`config.mk`:
```
export PLATFORM = sky130hd
export DESIGN_NAME = servo_cmd_ctrl_flat
export DESIGN_NICKNAME = d
export VERILOG_FILES = /design/src/rtl/servo_cmd_ctrl_if.sv /design/src/rtl/servo_cmd_ctrl.sv /design/src/flat_wrapper.sv
export SDC_FILE = /design/constraint.sdc
export NUM_CORES = 1
export LEC_CHECK = 0
export ABC_AREA = 1
export CORE_MARGIN = 2
export CORE_UTILIZATION = 45
export DETAILED_ROUTE_END_ITERATION = 16
export PLACE_DENSITY_LB_ADDON = 0.25
export SLEW_MARGIN = 20
export SYNTH_ARGS = -nofsm -noshare
export SYNTH_HDL_FRONTEND = slang
export SYNTH_SLANG_ARGS = --single-unit
```
`constraint.sdc`:
```
create_clock -name clk -period 2.48 [get_ports clk]
set_input_delay 0.496 -clock clk [delete_from_list [all_inputs] [get_ports clk]]
set_output_delay 0.496 -clock clk [all_outputs]
set_load 0.005 [all_outputs]
```
`src/rtl/servo_cmd_ctrl_if.sv`:
```
// Command word from the SPI slave plus the servo controller's PWM and debug outputs.
interface servo_cmd_ctrl_if #(
  parameter int NUM_CH = 4
);
  logic [31:0]       data_in;
  logic              data_ready;
  logic [NUM_CH-1:0] pwm_out;
  logic              failsafe;
  logic [7:0]        cmd_count;
  logic [7:0]        err_count;

  modport master (
    output data_in, data_ready,
    input  pwm_out, failsafe, cmd_count, err_count
  );

  modport slave (
    input  data_in, data_ready,
    output pwm_out, failsafe, cmd_count, err_count
  );
endinterface

```
`src/rtl/servo_cmd_ctrl.sv`:
```
// Servo command decoder: CDC capture of SPI words, double-buffered widths,
// shared-frame PWM generation, link watchdog and saturating debug counters.
module servo_cmd_ctrl #(
  parameter int NUM_CH         = 4,
  parameter int DIV_BITS       = 9,
  parameter int FRAME_TICKS    = 2000,
  parameter int MAX_PERIOD     = 2000,
  parameter int TIMEOUT_FRAMES = 50
) (
  input logic             clk,
  input logic             reset,
  servo_cmd_ctrl_if.slave bus
);
  localparam int W_W   = 11;
  localparam int FC_W  = $clog2(FRAME_TICKS);
  localparam int WD_W  = $clog2(TIMEOUT_FRAMES + 1);
  localparam int CMP_W = (FC_W > W_W) ? FC_W : W_W;
  localparam logic [7:0]      NUM_CH_B  = 8'(NUM_CH);
  localparam logic [W_W-1:0]  MAX_W     = W_W'(MAX_PERIOD);
  localparam logic [FC_W-1:0] FC_LAST   = FC_W'(FRAME_TICKS - 1);
  localparam logic [WD_W-1:0] WD_LIMIT  = WD_W'(TIMEOUT_FRAMES);
  localparam logic [WD_W-1:0] WD_PRELIM = WD_W'(TIMEOUT_FRAMES - 1);

  logic [2:0]          sync_q;
  logic [18:0]         cmd_word_q;
  logic                cmd_vld_q;
  logic [DIV_BITS-1:0] presc_q;
  logic [FC_W-1:0]     frame_cnt_q, frame_cnt_d;
  logic [WD_W-1:0]     wd_q, wd_d;
  logic                failsafe_q, failsafe_d;
  logic [7:0]          cmd_q, cmd_d, err_q, err_d;
  logic [NUM_CH-1:0]   pwm_q, pwm_d;
  logic [W_W-1:0]      shadow_q [NUM_CH];
  logic [W_W-1:0]      shadow_d [NUM_CH];
  logic [W_W-1:0]      active_q [NUM_CH];
  logic [W_W-1:0]      active_d [NUM_CH];

  logic           rise_s, tick_s, boundary_s, timeout_s, wd_clr_s;
  logic           set_s, stop_s, bad_s;
  logic [7:0]     ch_s;
  logic [W_W-1:0] width_s, clamp_s;
  logic           unused_low_s;

  assign unused_low_s = ^bus.data_in[12:0];
  assign rise_s       = sync_q[1] & ~sync_q[2];
  assign tick_s       = &presc_q;
  assign boundary_s   = tick_s & (frame_cnt_q == FC_LAST);

  // Command decode from the word captured on the synchronized rising edge.
  always_comb begin
    ch_s    = cmd_word_q[18:11];
    width_s = cmd_word_q[10:0];
    clamp_s = (width_s > MAX_W) ? MAX_W : width_s;
    set_s   = 1'b0;
    stop_s  = 1'b0;
    bad_s   = 1'b0;
    if (cmd_vld_q) begin
      if ((ch_s != 8'd0) && (ch_s <= NUM_CH_B)) begin
        set_s = 1'b1;
      end else if (ch_s == 8'hFF) begin
        stop_s = 1'b1;
      end else if (ch_s != 8'd0) begin
        bad_s = 1'b1;
      end else begin
        bad_s = 1'b0;
      end
    end else begin
      set_s = 1'b0;
    end
  end

  // Timebase, watchdog, counters and failsafe next state.
  always_comb begin
    wd_clr_s  = set_s | stop_s;
    timeout_s = boundary_s & ~wd_clr_s & (wd_q == WD_PRELIM);
    if (!tick_s) begin
      frame_cnt_d = frame_cnt_q;
    end else if (boundary_s) begin
      frame_cnt_d = '0;
    end else begin
      frame_cnt_d = frame_cnt_q + FC_W'(1);
    end
    if (wd_clr_s) begin
      wd_d = '0;
    end else if (boundary_s && (wd_q != WD_LIMIT)) begin
      wd_d = wd_q + WD_W'(1);
    end else begin
      wd_d = wd_q;
    end
    if (set_s) begin
      failsafe_d = 1'b0;
    end else if (timeout_s) begin
      failsafe_d = 1'b1;
    end else begin
      failsafe_d = failsafe_q;
    end
    cmd_d = (wd_clr_s && (cmd_q != 8'hFF)) ? cmd_q + 8'd1 : cmd_q;
    err_d = (bad_s && (err_q != 8'hFF)) ? err_q + 8'd1 : err_q;
  end

  // Active widths load the pre-write shadow on a frame boundary; timeout wipes both.
  always_comb begin
    for (int i = 0; i < NUM_CH; i++) begin
      if (timeout_s) begin
        shadow_d[i] = '0;
        active_d[i] = '0;
      end else begin
        active_d[i] = boundary_s ? shadow_q[i] : active_q[i];
        if (stop_s) begin
          shadow_d[i] = '0;
        end else if (set_s && (ch_s == 8'(i + 1))) begin
          shadow_d[i] = clamp_s;
        end else begin
          shadow_d[i] = shadow_q[i];
        end
      end
      pwm_d[i] = ~failsafe_q & (CMP_W'(frame_cnt_q) < CMP_W'(active_q[i]));
    end
  end

  // State registers.
  always_ff @(posedge clk or negedge reset) begin
    if (!reset) begin
      sync_q      <= 3'b000;
      cmd_word_q  <= '0;
      cmd_vld_q   <= 1'b0;
      presc_q     <= '0;
      frame_cnt_q <= '0;
      wd_q        <= '0;
      failsafe_q  <= 1'b1;
      cmd_q       <= 8'd0;
      err_q       <= 8'd0;
      pwm_q       <= '0;
      for (int i = 0; i < NUM_CH; i++) begin
        shadow_q[i] <= '0;
        active_q[i] <= '0;
      end
    end else begin
      sync_q      <= {sync_q[1:0], bus.data_ready};
      cmd_word_q  <= rise_s ? bus.data_in[31:13] : cmd_word_q;
      cmd_vld_q   <= rise_s;
      presc_q     <= presc_q + DIV_BITS'(1);
      frame_cnt_q <= frame_cnt_d;
      wd_q        <= wd_d;
      failsafe_q  <= failsafe_d;
      cmd_q       <= cmd_d;
      err_q       <= err_d;
      pwm_q       <= pwm_d;
      for (int i = 0; i < NUM_CH; i++) begin
        shadow_q[i] <= shadow_d[i];
        active_q[i] <= active_d[i];
      end
    end
  end

  assign bus.pwm_out   = pwm_q;
  assign bus.failsafe  = failsafe_q;
  assign bus.cmd_count = cmd_q;
  assign bus.err_count = err_q;
endmodule

```
`src/flat_wrapper.sv`:
```
// flat-port wrapper written by rule: the top's interface ports become plain ports
module servo_cmd_ctrl_flat 
#(
  parameter int NUM_CH         = 4,
  parameter int DIV_BITS       = 9,
  parameter int FRAME_TICKS    = 2000,
  parameter int MAX_PERIOD     = 2000,
  parameter int TIMEOUT_FRAMES = 50
)
  (clk, reset, bus_data_in, bus_data_ready, bus_pwm_out, bus_failsafe, bus_cmd_count, bus_err_count);
  servo_cmd_ctrl_if #(.NUM_CH(NUM_CH)) bus_i ();
  input logic clk;
  input logic reset;
  input wire logic [$bits(bus_i.data_in)-1:0] bus_data_in;
  input wire logic [$bits(bus_i.data_ready)-1:0] bus_data_ready;
  output wire logic [$bits(bus_i.pwm_out)-1:0] bus_pwm_out;
  output wire logic [$bits(bus_i.failsafe)-1:0] bus_failsafe;
  output wire logic [$bits(bus_i.cmd_count)-1:0] bus_cmd_count;
  output wire logic [$bits(bus_i.err_count)-1:0] bus_err_count;
  assign bus_i.data_in = bus_data_in;
  assign bus_i.data_ready = bus_data_ready;
  assign bus_pwm_out = bus_i.pwm_out;
  assign bus_failsafe = bus_i.failsafe;
  assign bus_cmd_count = bus_i.cmd_count;
  assign bus_err_count = bus_i.err_count;
  servo_cmd_ctrl #(.NUM_CH(NUM_CH), .DIV_BITS(DIV_BITS), .FRAME_TICKS(FRAME_TICKS), .MAX_PERIOD(MAX_PERIOD), .TIMEOUT_FRAMES(TIMEOUT_FRAMES)) u_core (.clk(clk), .reset(reset), .bus(bus_i));
endmodule
```
==> impl_metrics.py <==
metrics = {
    "power": {
        "power.share.clock": 0.454,
        "p_comb_frac": 0.086,
        "ir_drop_mv": 0.5292,
        "seqPwrFrac": 0.460,
        "power_density_nw_per_um2": 648.8,
        "p_sw_mw": 1.530,
        "p_int_mw": 4.781,
        "p_leak_nw": 4.847,
        "p_sw_frac": 0.2424,
    },
    "floorplanning": {
        "die_area_um2": 19450,
        "start_util": 0.4596,
        "io_pins": 56,
        "coreArea_um2": 17960,
        "die_x_um": 139.5,
        "fp-row-count": 49,
        "fp.dieH_um": 139.5,
    },
    "detailed_routing": {
        "drt-vias-per-instance": 4.933,
        "drc_errors": 0,
        "wl_per_cell_um": 13.69,
        "drt_iter0_drc": 579,
        "via_count": 6556,
        "final_antenna_net_count": 0,
        "firstDrtPassIters": 4,
        "wl_um": 18200,
    },
    "placement": {
        "gp_congestion": 0.7716,
        "hpwl_um": 11890,
        "placed_cells": 1293,
        "port_buffers": 42,
        "place_area_um2": 8962,
    },
    "logic_synthesis": {
        "yosysMostFrequentCell": "nand2_1",
        "syn_area_um2": 8257,
        "async_flop_share": 1.000,
        "synthTopCellsByArea": "dfrtp_1 48%, nand2_1 15%, nand3_1 8.1%",
        "avgSynthCellArea_um2": 7.939,
        "ys_top_cells_by_count": "331 x nand2_1, 157 x dfrtp_1, 136 x inv_1, 134 x nand3_1, 80 x nor2_1",
        "synth_cell_types": 35,
        "synthCells": 1040,
        "yosysWarningCount": 0,
        "synth_top_area_share": 0.4758,
        "synthFlopType": "dfrtp_1",
        "ys_ff_latch": 158,
        "yosysTopAreaCell": "dfrtp_1",
        "synth_edf_count": 0,
        "yosysSeqAreaShare": 0.4790,
        "syn_nets": 1123,
    },
    "setup_path": {
        "start_kind": "flip-flop",
        "reg2reg_depth": 14,
        "worstPathArrival_ns": 2.68,
        "reg2reg_slack_ns": 0.13,
        "critPathMaxFanout": 55,
        "cpMaxStageDelayCell": "dfrtp_1",
        "critPathCaptureType": "flip-flop",
        "path_buf_inv": 1,
        "crit_required_ns": 2.80,
        "critPathKind": "reg2reg",
        "crit_family": "simple AND/OR/NAND/NOR gates",
        "r2r_end": "u_core.shadow_q[27]$_DFFE_PN0P_",
        "crit_top_cell": "nand2_1",
        "cpPeakStageDelay_ns": 0.37,
        "reg2reg_from": "u_core.presc_q[0]$_DFF_PN0_",
        "crit_chain": "ha_2 > nand3_2 > nor2_1 > nand2_1 > nor3b_2 > ha_2 > nand3_1 > nor2_2 > nand3_2 > nand2_1 > nand2_2 > buf_12 > nand3_1 > nand2_1",
    },
    "sta": {
        "post-route-period-util": 0.9485,
        "finalSetupViolations": 0,
        "slew_headroom": 0.5021,
        "fmax_mhz": 425.1,
        "drv_slew": 0,
        "rsz0062_at_grt": "true",
        "final-hold-violation-count": 0,
        "finalClockSkew_ns": 0.007231,
        "worst_slew_pin_slew_ns": 0.7402,
        "period_minus_slack_ns": 2.352,
    },
    "hold_path": {
        "hold_depth": 0,
        "worstHoldStart": "u_core.sync_q[0]$_DFF_PN0_",
        "hold_path.class": "reg2reg",
        "min_to": "u_core.sync_q[1]$_DFF_PN0_",
    },
    "cells_and_area": {
        "diodes": 0,
        "fillers": 1656,
        "drive_gt1_frac": 0.07636,
        "nets": 1170,
        "syn2layout_area_growth_pct": 17.82,
        "finalNonFillerCells": 1329,
        "final_area_um2": 9728,
    },
    "status": {
        "status": "complete, no violations",
    },
    "global_routing": {
        "grt-ovfl-total": 0,
        "grt_first_pass_wirelength_um": 31220,
        "grt_pass1_vias": 6373,
        "met2_usage": 0.3181,
        "use_met1": 0.2762,
        "busiest_layer": "met2",
        "grt_max_degree": 62,
        "track_usage": 0.1993,
        "antenna_found_initial": 0,
        "use_met3": 0.03992,
    },
    "clock_network": {
        "numCtsBuffers": 17,
        "root_buffer": "clkbuf_16",
        "clk_path_buf_depth": 2,
        "clock_latency_ns": 0.43,
        "path_clk_slew_ns": 0.07,
        "cts.sinks": 158,
        "cts_tree": "done",
        "htreeDepth": 4,
    },
    "job": {
        "max_cap_viol_count": 0,
    },
}
-- power groups by stage --
stage	combinational, mW	sequential (mW)	clock [mW]
after detailed placement	0.547	2.95	0
after CTS	0.555	2.90	2.92
after floorplan	0.290	2.91	0
final	0.543	2.90	2.87
after global routing	0.632	2.93	3.01
after global placement	0.537	2.95	0
-- state kept, by name, summed over array words and instances (netlist names) --
signal / flops
u_core.frame_cnt_q: 11
u_core.cmd_vld_q: 1
u_core.cmd_word_q: 19
u_core.active_q: 44
u_core.sync_q: 3
u_core.bus.cmd_count: 8
u_core.presc_q: 9
u_core.bus.err_count: 8
u_core.bus.failsafe: 1
u_core.shadow_q: 44
u_core.bus.pwm_out: 4
u_core.wd_q: 6
-- worst reg2reg max path: stages (launching register included) --
cell     delay (ns)
dfrtp_1        0.37
ha_2           0.20
nand3_2        0.08
nor2_1         0.09
nand2_1        0.09
nor3b_2        0.17
ha_2           0.23
nand3_1        0.10
nor2_2         0.17
nand3_2        0.14
nand2_1        0.13
nand2_2        0.09
buf_12         0.21
nand3_1        0.12
nand2_1        0.07
-- cell usage in the layout, fill, tap and decap left out, types with 12 or more instances in the layout --
cell type / netlist / layout
a21oi_1: 24 / 24
buf_4: 2 / 14
clkbuf_16: 0 / 18
clkdlybuf4s50_1: 0 / 41
dfrtp_1: 157 / 157
ha_1: 48 / 46
inv_1: 136 / 135
nand2_1: 331 / 331
nand3_1: 134 / 129
nor2_1: 80 / 77
nor3_1: 13 / 13
o21ai_0: 20 / 20
xor2_1: 12 / 12
-- per-stage QoR --
stage / total power [mW] / setup TNS [ns] / hold WS, ns / worst slack, ns / utilization
CTS: 6.374 / 0 / 0.3604 / 0.05666 / 0.5355
global placement: 3.484 / 0 / 0.3321 / 0.07638 / 0.4989
finish: 6.311 / 0 / 0.3568 / 0.1276 / 0.5415
floorplan: 3.197 / 0 / 0.2004 / 0.2609 / -
global route: 6.567 / -0.3578 / 0.3770 / -0.03568 / 0.5415
detailed placement: 3.494 / 0 / 0.3459 / 0.05993 / 0.4989
-- what timing repair did --
| item | in CTS | in global routing |
|---|---|---|
| setup buffers | 0 | 2 |
| endpoints found under the hold margin | 32 | 0 |
| resized for setup | 0 | 15 |
| hold buffers | 1 | 0 |
| endpoints found under the setup margin | 0 | 91 |
-- how the worst max path moves through the flow --
stage / startpoint / endpoint / slack [ns] / cells past startpoint
after floorplan: u_core.presc_q[0]$_DFF_PN0_ / u_core.shadow_q[11]$_DFFE_PN0P_ / 0.26 / 16
after global placement: u_core.presc_q[0]$_DFF_PN0_ / u_core.wd_q[3]$_DFFE_PN0P_ / 0.08 / 14
after detailed placement: u_core.presc_q[0]$_DFF_PN0_ / u_core.wd_q[2]$_DFFE_PN0P_ / 0.06 / 14
after CTS: u_core.presc_q[0]$_DFF_PN0_ / u_core.wd_q[3]$_DFFE_PN0P_ / 0.06 / 14
after global routing: u_core.presc_q[0]$_DFF_PN0_ / u_core.shadow_q[14]$_DFFE_PN0P_ / -0.04 / 14
final: u_core.presc_q[0]$_DFF_PN0_ / u_core.shadow_q[27]$_DFFE_PN0P_ / 0.13 / 14
-- final cells by class --
| cell class | count | area, um2 | area share |
|---|---|---|---|
| flip-flops and latches | 158 | 3955 | 0.4066 |
| multi-input cells | 707 | 3625 | 0.3726 |
| repair buffers | 65 | 693.2 | 0.07125 |
| inverters | 138 | 521.8 | 0.05363 |
| clock buffers | 18 | 429.2 | 0.04412 |
| well taps | 229 | 286.5 | 0.02945 |
| clock inverters | 14 | 217.7 | 0.02238 |
-- kinds of logic (layout without fill, tap and decap cells) --
| kind of cell | Yosys count | in the layout | synth area share |
|---|---|---|---|
| XOR/XNOR | 19 | 19 | 0.02015 |
| AND/OR/NAND/NOR | 581 | 581 | 0.2987 |
| flip-flops | 158 | 158 | 0.4790 |
| adder cells (fa/ha/maj) | 48 | 48 | 0.07274 |
| AO/OA/AOI/OAI | 59 | 59 | 0.03970 |
| buffers and inverters | 175 | 235 | 0.08971 |
-- routing by layer --
metal  share of wire  routed length [um]
met5               0                   0
met4           0.016                 284
met3           0.035                 646
met2            0.46                8432
met1            0.49                8836
Power figures use the tool's default switching activity.
